[src/rtl/ms_ff_tester_if.sv]
`default_nettype none
// +------------------------------------------------------------------------+
// | Module      : ms_ff_tester_if                                          |
// | Description : Link between the master-slave SR flip-flop tester and    |
// |               the flip-flop under test.                                |
// |                 ff_c    tester -> ff   flip-flop clock                 |
// |                 ff_s_n  tester -> ff   active-low set                  |
// |                 ff_r_n  tester -> ff   active-low reset                |
// |                 q       ff -> tester   flip-flop Q                     |
// |                 qbar    ff -> tester   flip-flop Qbar                  |
// | Revision    : 1.0  initial release                                     |
// +------------------------------------------------------------------------+
interface ms_ff_tester_if;
  logic ff_c;
  logic ff_s_n;
  logic ff_r_n;
  logic q;
  logic qbar;

  // Tester side
  modport master (output ff_c, ff_s_n, ff_r_n, input q, qbar);
  // Flip-flop side
  modport slave  (input ff_c, ff_s_n, ff_r_n, output q, qbar);
endinterface
`default_nettype wire

[src/rtl/ms_ff_tester.sv]
`default_nettype none
// +------------------------------------------------------------------------+
// | Module      : ms_ff_tester                                             |
// | Description : Stimulus and checker for a master-slave SR flip-flop     |
// |               (active-low S/R). On start it plays a ROM of {S_n,R_n}   |
// |               vectors, generates the flip-flop clock by division,      |
// |               samples Q/Qbar after each falling edge and compares them |
// |               with a reference model.                                  |
// | Ports       : C        in   system clock, rising edge                  |
// |               rst_n    in   asynchronous active-low reset              |
// |               start    in   one-cycle pulse, begins a run              |
// |               ff       mp   master side of ms_ff_tester_if             |
// |               busy     out  run in progress                            |
// |               done     out  run finished, held until start/reset       |
// |               pass     out  done & err_cnt==0 & chk_cnt!=0             |
// |               err_cnt  out  mismatches, saturating at 255              |
// |               chk_cnt  out  vectors actually checked                   |
// |               vec_idx  out  index of the vector being applied          |
// | Revision    : 1.0  initial release                                     |
// +------------------------------------------------------------------------+
module ms_ff_tester #(
  parameter int                   HALF_PERIOD = 2,
  parameter int                   SETTLE      = 1,
  parameter int                   NUM_VEC     = 7,
  parameter logic [2*NUM_VEC-1:0] VEC         = 14'b11_00_11_01_11_10_11
) (
  input  wire logic         C,
  input  wire logic         rst_n,
  input  wire logic         start,
  ms_ff_tester_if.master    ff,
  output logic              busy,
  output logic              done,
  output logic              pass,
  output logic [7:0]        err_cnt,
  output logic [3:0]        chk_cnt,
  output logic [3:0]        vec_idx
);

  localparam logic [2:0] c_ST_IDLE   = 3'd0;
  localparam logic [2:0] c_ST_LOW    = 3'd1;
  localparam logic [2:0] c_ST_HIGH   = 3'd2;
  localparam logic [2:0] c_ST_SETTLE = 3'd3;
  localparam logic [2:0] c_ST_CHECK  = 3'd4;
  localparam logic [2:0] c_ST_DONE   = 3'd5;

  localparam logic [7:0] c_HP_LAST     = 8'(HALF_PERIOD - 1);
  localparam logic [7:0] c_SETTLE_LAST = 8'(SETTLE - 1);
  localparam logic [3:0] c_VEC_LAST    = 4'(NUM_VEC - 1);

  logic [2:0] r_state;
  logic [2:0] w_state_nxt;
  logic [7:0] r_cnt;

  logic [3:0] r_vec_idx, w_vec_idx_nxt;
  logic [7:0] r_err_cnt, w_err_cnt_nxt;
  logic [3:0] r_chk_cnt, w_chk_cnt_nxt;
  logic       r_exp,     w_exp_nxt;
  logic       r_valid,   w_valid_nxt;
  logic       r_busy,    w_busy_nxt;
  logic       r_done,    w_done_nxt;
  logic       r_pass,    w_pass_nxt;
  logic       r_ff_c,    w_ff_c_nxt;
  logic       r_ff_s_n,  w_ff_s_n_nxt;
  logic       r_ff_r_n,  w_ff_r_n_nxt;

  logic       w_start_ok;
  logic       w_last;
  logic [1:0] w_cur_vec;
  logic [1:0] w_nxt_vec;
  logic       w_drive;

  // Vector ROM lookup; indices past NUM_VEC read as the idle pair 11.
  function automatic logic [1:0] vec_at(input logic [3:0] idx);
    vec_at = 2'b11;
    for (int i = 0; i < NUM_VEC; i++) begin
      if (idx == 4'(i)) vec_at = VEC[2*i +: 2];
    end
  endfunction

  assign w_start_ok = start && ((r_state == c_ST_IDLE) || (r_state == c_ST_DONE));
  assign w_last     = (r_vec_idx == c_VEC_LAST);
  assign w_cur_vec  = vec_at(r_vec_idx);

  // State register; r_cnt counts cycles spent in the current state.
  always_ff @(posedge C or negedge rst_n) begin
    if (!rst_n) begin
      r_state <= c_ST_IDLE;
      r_cnt   <= 8'd0;
    end else begin
      r_state <= w_state_nxt;
      if (w_state_nxt != r_state) r_cnt <= 8'd0;
      else                        r_cnt <= r_cnt + 8'd1;
    end
  end

  // Next-state logic
  always_comb begin
    w_state_nxt = r_state;
    case (r_state)
      c_ST_IDLE,
      c_ST_DONE:   if (start) w_state_nxt = c_ST_LOW;
      c_ST_LOW:    if (r_cnt == c_HP_LAST) w_state_nxt = c_ST_HIGH;
      c_ST_HIGH:   if (r_cnt == c_HP_LAST) w_state_nxt = c_ST_SETTLE;
      c_ST_SETTLE: if (r_cnt == c_SETTLE_LAST) w_state_nxt = c_ST_CHECK;
      c_ST_CHECK:  w_state_nxt = w_last ? c_ST_DONE : c_ST_LOW;
      default:     w_state_nxt = c_ST_IDLE;
    endcase
  end

  // Output logic: next values of every registered output and of the model.
  always_comb begin
    w_vec_idx_nxt = r_vec_idx;
    w_err_cnt_nxt = r_err_cnt;
    w_chk_cnt_nxt = r_chk_cnt;
    w_exp_nxt     = r_exp;
    w_valid_nxt   = r_valid;
    w_busy_nxt    = r_busy;
    w_done_nxt    = r_done;
    w_pass_nxt    = r_pass;

    if (w_start_ok) begin
      w_vec_idx_nxt = 4'd0;
      w_err_cnt_nxt = 8'd0;
      w_chk_cnt_nxt = 4'd0;
      w_exp_nxt     = 1'b0;
      w_valid_nxt   = 1'b0;
      w_busy_nxt    = 1'b1;
      w_done_nxt    = 1'b0;
      w_pass_nxt    = 1'b0;
    end else if (r_state == c_ST_CHECK) begin
      case (w_cur_vec)
        2'b10:   begin w_exp_nxt = 1'b0; w_valid_nxt = 1'b1; end
        2'b01:   begin w_exp_nxt = 1'b1; w_valid_nxt = 1'b1; end
        2'b00:   w_valid_nxt = 1'b0;
        default: ;
      endcase
      if (w_valid_nxt) begin
        w_chk_cnt_nxt = r_chk_cnt + 4'd1;
        if (((ff.q != w_exp_nxt) || (ff.qbar == w_exp_nxt)) && (r_err_cnt != 8'hFF))
          w_err_cnt_nxt = r_err_cnt + 8'd1;
      end
      if (w_last) begin
        w_busy_nxt = 1'b0;
        w_done_nxt = 1'b1;
        // Uses this cycle's counts so pass lines up with done.
        w_pass_nxt = (w_err_cnt_nxt == 8'd0) && (w_chk_cnt_nxt != 4'd0);
      end else begin
        w_vec_idx_nxt = r_vec_idx + 4'd1;
      end
    end

    w_nxt_vec    = vec_at(w_vec_idx_nxt);
    w_drive      = (w_state_nxt == c_ST_LOW)    || (w_state_nxt == c_ST_HIGH) ||
                   (w_state_nxt == c_ST_SETTLE) || (w_state_nxt == c_ST_CHECK);
    w_ff_c_nxt   = (w_state_nxt == c_ST_HIGH);
    w_ff_s_n_nxt = w_drive ? w_nxt_vec[1] : 1'b1;
    w_ff_r_n_nxt = w_drive ? w_nxt_vec[0] : 1'b1;
  end

  always_ff @(posedge C or negedge rst_n) begin
    if (!rst_n) begin
      r_vec_idx <= 4'd0;
      r_err_cnt <= 8'd0;
      r_chk_cnt <= 4'd0;
      r_exp     <= 1'b0;
      r_valid   <= 1'b0;
      r_busy    <= 1'b0;
      r_done    <= 1'b0;
      r_pass    <= 1'b0;
      r_ff_c    <= 1'b0;
      r_ff_s_n  <= 1'b1;
      r_ff_r_n  <= 1'b1;
    end else begin
      r_vec_idx <= w_vec_idx_nxt;
      r_err_cnt <= w_err_cnt_nxt;
      r_chk_cnt <= w_chk_cnt_nxt;
      r_exp     <= w_exp_nxt;
      r_valid   <= w_valid_nxt;
      r_busy    <= w_busy_nxt;
      r_done    <= w_done_nxt;
      r_pass    <= w_pass_nxt;
      r_ff_c    <= w_ff_c_nxt;
      r_ff_s_n  <= w_ff_s_n_nxt;
      r_ff_r_n  <= w_ff_r_n_nxt;
    end
  end

  assign ff.ff_c   = r_ff_c;
  assign ff.ff_s_n = r_ff_s_n;
  assign ff.ff_r_n = r_ff_r_n;
  assign busy      = r_busy;
  assign done      = r_done;
  assign pass      = r_pass;
  assign err_cnt   = r_err_cnt;
  assign chk_cnt   = r_chk_cnt;
  assign vec_idx   = r_vec_idx;

endmodule
`default_nettype wire

[src/flat_wrapper.sv]
// flat-port wrapper written by rule: the top's interface ports become plain ports
module ms_ff_tester_flat 
#(
  parameter int                   HALF_PERIOD = 2,
  parameter int                   SETTLE      = 1,
  parameter int                   NUM_VEC     = 7,
  parameter logic [2*NUM_VEC-1:0] VEC         = 14'b11_00_11_01_11_10_11
)
  (C, rst_n, start, busy, done, pass, err_cnt, chk_cnt, vec_idx, ff_ff_c, ff_ff_s_n, ff_ff_r_n, ff_q, ff_qbar);
  ms_ff_tester_if ff_i ();
  input  wire logic C;
  input  wire logic rst_n;
  input  wire logic start;
  output logic busy;
  output logic done;
  output logic pass;
  output logic [7:0] err_cnt;
  output logic [3:0] chk_cnt;
  output logic [3:0] vec_idx;
  output wire logic [$bits(ff_i.ff_c)-1:0] ff_ff_c;
  output wire logic [$bits(ff_i.ff_s_n)-1:0] ff_ff_s_n;
  output wire logic [$bits(ff_i.ff_r_n)-1:0] ff_ff_r_n;
  input wire logic [$bits(ff_i.q)-1:0] ff_q;
  input wire logic [$bits(ff_i.qbar)-1:0] ff_qbar;
  assign ff_ff_c = ff_i.ff_c;
  assign ff_ff_s_n = ff_i.ff_s_n;
  assign ff_ff_r_n = ff_i.ff_r_n;
  assign ff_i.q = ff_q;
  assign ff_i.qbar = ff_qbar;
  ms_ff_tester #(.HALF_PERIOD(HALF_PERIOD), .SETTLE(SETTLE), .NUM_VEC(NUM_VEC), .VEC(VEC)) u_core (.C(C), .rst_n(rst_n), .start(start), .ff(ff_i), .busy(busy), .done(done), .pass(pass), .err_cnt(err_cnt), .chk_cnt(chk_cnt), .vec_idx(vec_idx));
endmodule
[config.mk]
export PLATFORM = sky130hd
export DESIGN_NAME = ms_ff_tester_flat
export DESIGN_NICKNAME = d
export VERILOG_FILES = /design/src/rtl/ms_ff_tester_if.sv /design/src/rtl/ms_ff_tester.sv /design/src/flat_wrapper.sv
export SDC_FILE = /design/constraint.sdc
export NUM_CORES = 1
export LEC_CHECK = 0
export CAP_MARGIN = 40
export CORE_ASPECT_RATIO = 1.4
export CORE_MARGIN = 1.5
export CORE_UTILIZATION = 45
export DETAILED_ROUTE_END_ITERATION = 16
export PLACE_DENSITY = 0.69
export SETUP_SLACK_MARGIN = 0.3
export SYNTH_ARGS = -nofsm -noshare
export SYNTH_HDL_FRONTEND = slang
export SYNTH_SLANG_ARGS = --single-unit
[constraint.sdc]
create_clock -name C -period 2.5 [get_ports C]
set_input_delay 0.25 -clock C [delete_from_list [all_inputs] [get_ports C]]
set_output_delay 0.25 -clock C [all_outputs]
set_load 0.02 [all_outputs]
==> flow_summary.toml <==
[status]
status = "finished, violations left"
violations = "negative setup slack"

[placed_design]
placement.io_buffers = 26
pre_cts_slack_ns = -0.1511
dp.cells = 347
finalWeightedCongestion = 0.9315
dp_hpwl_um = 3691

[critical_path]
rr_worst_depth = 10
start_kind = "register"
crit_start = "u_core.vec_idx[1]$_DFF_PN0_"
r2r_start = "u_core.vec_idx[1]$_DFF_PN0_"
path_max_fanout = 5
required_ns = 2.72
r2r_setup_slack_ns = -0.10
worstSetupPathType = "register to register"
end_kind = "register"
crit_arrival_ns = 2.82

[cells_and_area]
nets = 310
antennaDiodeCount = 0
drive_above_1_share_pct = 21.36
syn2layout_area_growth_pct = 30.17
finish.utilization_pct = 60.68
layout.cells.most_common_list = "dfrtp_1, nor2_1, clkdlybuf4s50_1"
stdcell_count = 359
layout_commonest_cell = "dfrtp_1"

[timing]
hold_viol_final = 0
tightest_slew_ns = 0.7266
finalSetupViolations = 6
fin_crit_ns = 2.600
finClkSkew_ns = 0.008110
min_period_over_period_pct = 104.0
maxSlewViolCount = 0
worst_slack_ns = -0.1002
max_freq_mhz = 384.6
tns_ns = -0.3448
maxSlewHeadroom_pct = 51.41
rsz0062_at_grt = "yes"
fin_hold_ws_ns = 0.3866

[floorplanning]
die_h_um = 86.47
io_pins = 27
rows = 30
initial_core_util_pct = 46.61
die_area_sq_um = 5415
die_w_um = 62.63
core-area_sq_um = 4805

[routing]
drc = 0
vias_per_cell = 5.546
routed_wl_um = 5395
drtIter0Drc = 127
num_vias = 1991
wire_per_inst_um = 15.03
route.antenna.remaining_nets = 0
drt_first_pass_iters = 4

[synthesis]
syn_area_sq_um = 2240
ys.flop_type = "dfrtp_1"
synth_edf_count = 0
synth_warnings = 0
async_reset_ff_share_pct = 100.0
ys_seq_elements = 35
synthesis.nets = 265
synthCells = 249
yosysUniqueCellTypes = 56
postSynthAreaPerCell_sq_um = 8.995
yosysSeqAreaShare_pct = 39.22

[pwr]
power_density_nw_per_um2 = 732.9
ir_worst_vdd_mv = 0.5532
p_leak_nw = 1.254

[clock_tree]
tritoncts = "yes"
insertion_delay_ns = 0.29
cts_root_buf = "clkbuf_8"
clkTransAtPathRegs_ns = 0.08
cts.sinks = 35
cts_made_buffers = 5
h-tree-depth = 2
clk_path_buf_depth = 2

[grt]
first_global_vias = 1976
overflow = 0
grt_pass1_wl_um = 9066
grt_antenna_before_repair = 0
grt_max_degree = 23
track_usage_pct = 21.28

[run]
drv_cap = 0

[worst_hold_path]
min_path_type = "input pin to async pin"
final timing paths:
| path | to |
|---|---|
| max | u_core.pass$_DFFE_PN0P_ |
| max reg2reg | u_core.pass$_DFFE_PN0P_ |
| min | u_core.r_cnt[0]$_DFF_PN0_ |
| min in group C | u_core.busy$_DFFE_PN0P_ |
| max in group asynchronous | u_core.vec_idx[3]$_DFF_PN0_ |
| min reg2reg | u_core.busy$_DFFE_PN0P_ |
critical path, stage by stage (launching register included):
cell	delay, ns
dfrtp_2	0.45
ha_4	0.18
nand3b_1	0.14
a21o_1	0.20
ha_4	0.30
mux2i_2	0.24
mux2i_2	0.14
or2_1	0.30
o31ai_1	0.28
o311ai_1	0.17
o21ai_1	0.14
cells by family after synthesis:
logic type                 share of synthesized area, %
xor gates and xnor gates                          5.084
and+or+nand+nor                                   26.15
buffers and inverters                             4.078
adders and majority gates                         6.145
muxes                                             4.581
DFF                                               39.22
AOI/OAI and AO/OA                                 14.75
state kept, by name, summed over array words and instances (netlist names):
name,flops
u_core.r_exp,1
u_core.done,1
u_core.ff.ff_c,1
u_core.ff.ff_r_n,1
u_core.r_cnt,8
u_core.pass,1
u_core.busy,1
u_core.ff.ff_s_n,1
u_core.r_state,3
u_core.err_cnt,8
u_core.r_valid,1
u_core.chk_cnt,4
u_core.vec_idx,4
through the flow:
step / instance area, sq um / power [mW]
2_1_floorplan: 2285 / 1.309
3_3_place_gp: 2714 / 1.518
3_5_place_dp: 2714 / 1.536
4_1_cts: 2859 / 2.096
5_1_grt: 2915 / 2.295
6_report: 2915 / 2.137
report_power, final:
part,switching [mW],internal [mW],total (mW)
combinational,0.484,0.386,0.870
clock,0.217,0.297,0.513
sequential,0.114,0.640,0.754
final cells by class:
type | count | area (sq um)
repair buffers | 47 | 434.2
multi-input cells | 196 | 1371
inverters | 9 | 33.78
fillers | 439 | 1889
flip-flops and latches | 35 | 883.3
clock inverters | 3 | 43.79
clock buffers | 5 | 68.82
well taps | 64 | 80.08
synth_stat cells, types with 2 or more instances:
master	n	area, sq um
mux2_2	2	22.52
o22ai_1	3	18.77
and3b_1	2	17.52
nand4b_1	2	17.52
a21oi_1	13	65.06
xnor2_1	4	35.03
o21a_1	2	15.01
xor2_1	9	78.83
o31ai_1	3	22.52
a31oi_1	2	12.51
inv_1	9	33.78
dfrtp_1	33	825.8
and3_1	2	12.51
clkbuf_1	6	22.52
nand2b_1	4	25.02
nor3_1	6	30.03
buf_2	2	10.01
o21ai_0	16	80.08
nor2b_1	2	12.51
nand3_1	10	50.05
dfstp_2	2	52.55
nor2_1	27	101.4
o21ai_1	2	10.01
or3_1	4	25.02
mux2i_1	8	80.08
nand2_1	23	86.33
nand4_1	6	37.54
and2_1	4	25.02
ha_1	11	137.6
nand3b_1	2	15.01
nor3b_1	3	22.52
metal layers:
layer  part of all wire, %  vias to the layer above  wire length (um)  track usage (%)
met2                    55                       49              2986            39.10
met3                   4.0                       10               218            3.506
met1                    39                      961              2099            24.79
met5                     0                        -                 0                0
li1                      -                      971                 -                -
met4                   1.7                        0                91            8.081
timing repair:
item                                   4_1_cts  5_1_grt
setup endpoints to repair                    9       22
pin swaps                                    5        4
gates cloned                                 0        1
endpoints found under the hold margin        0        0
hold buffers                                 0        0
setup buffers                                2        1
resized for setup                           13       12
No activity file was read; power rests on OpenSTA's default activity.
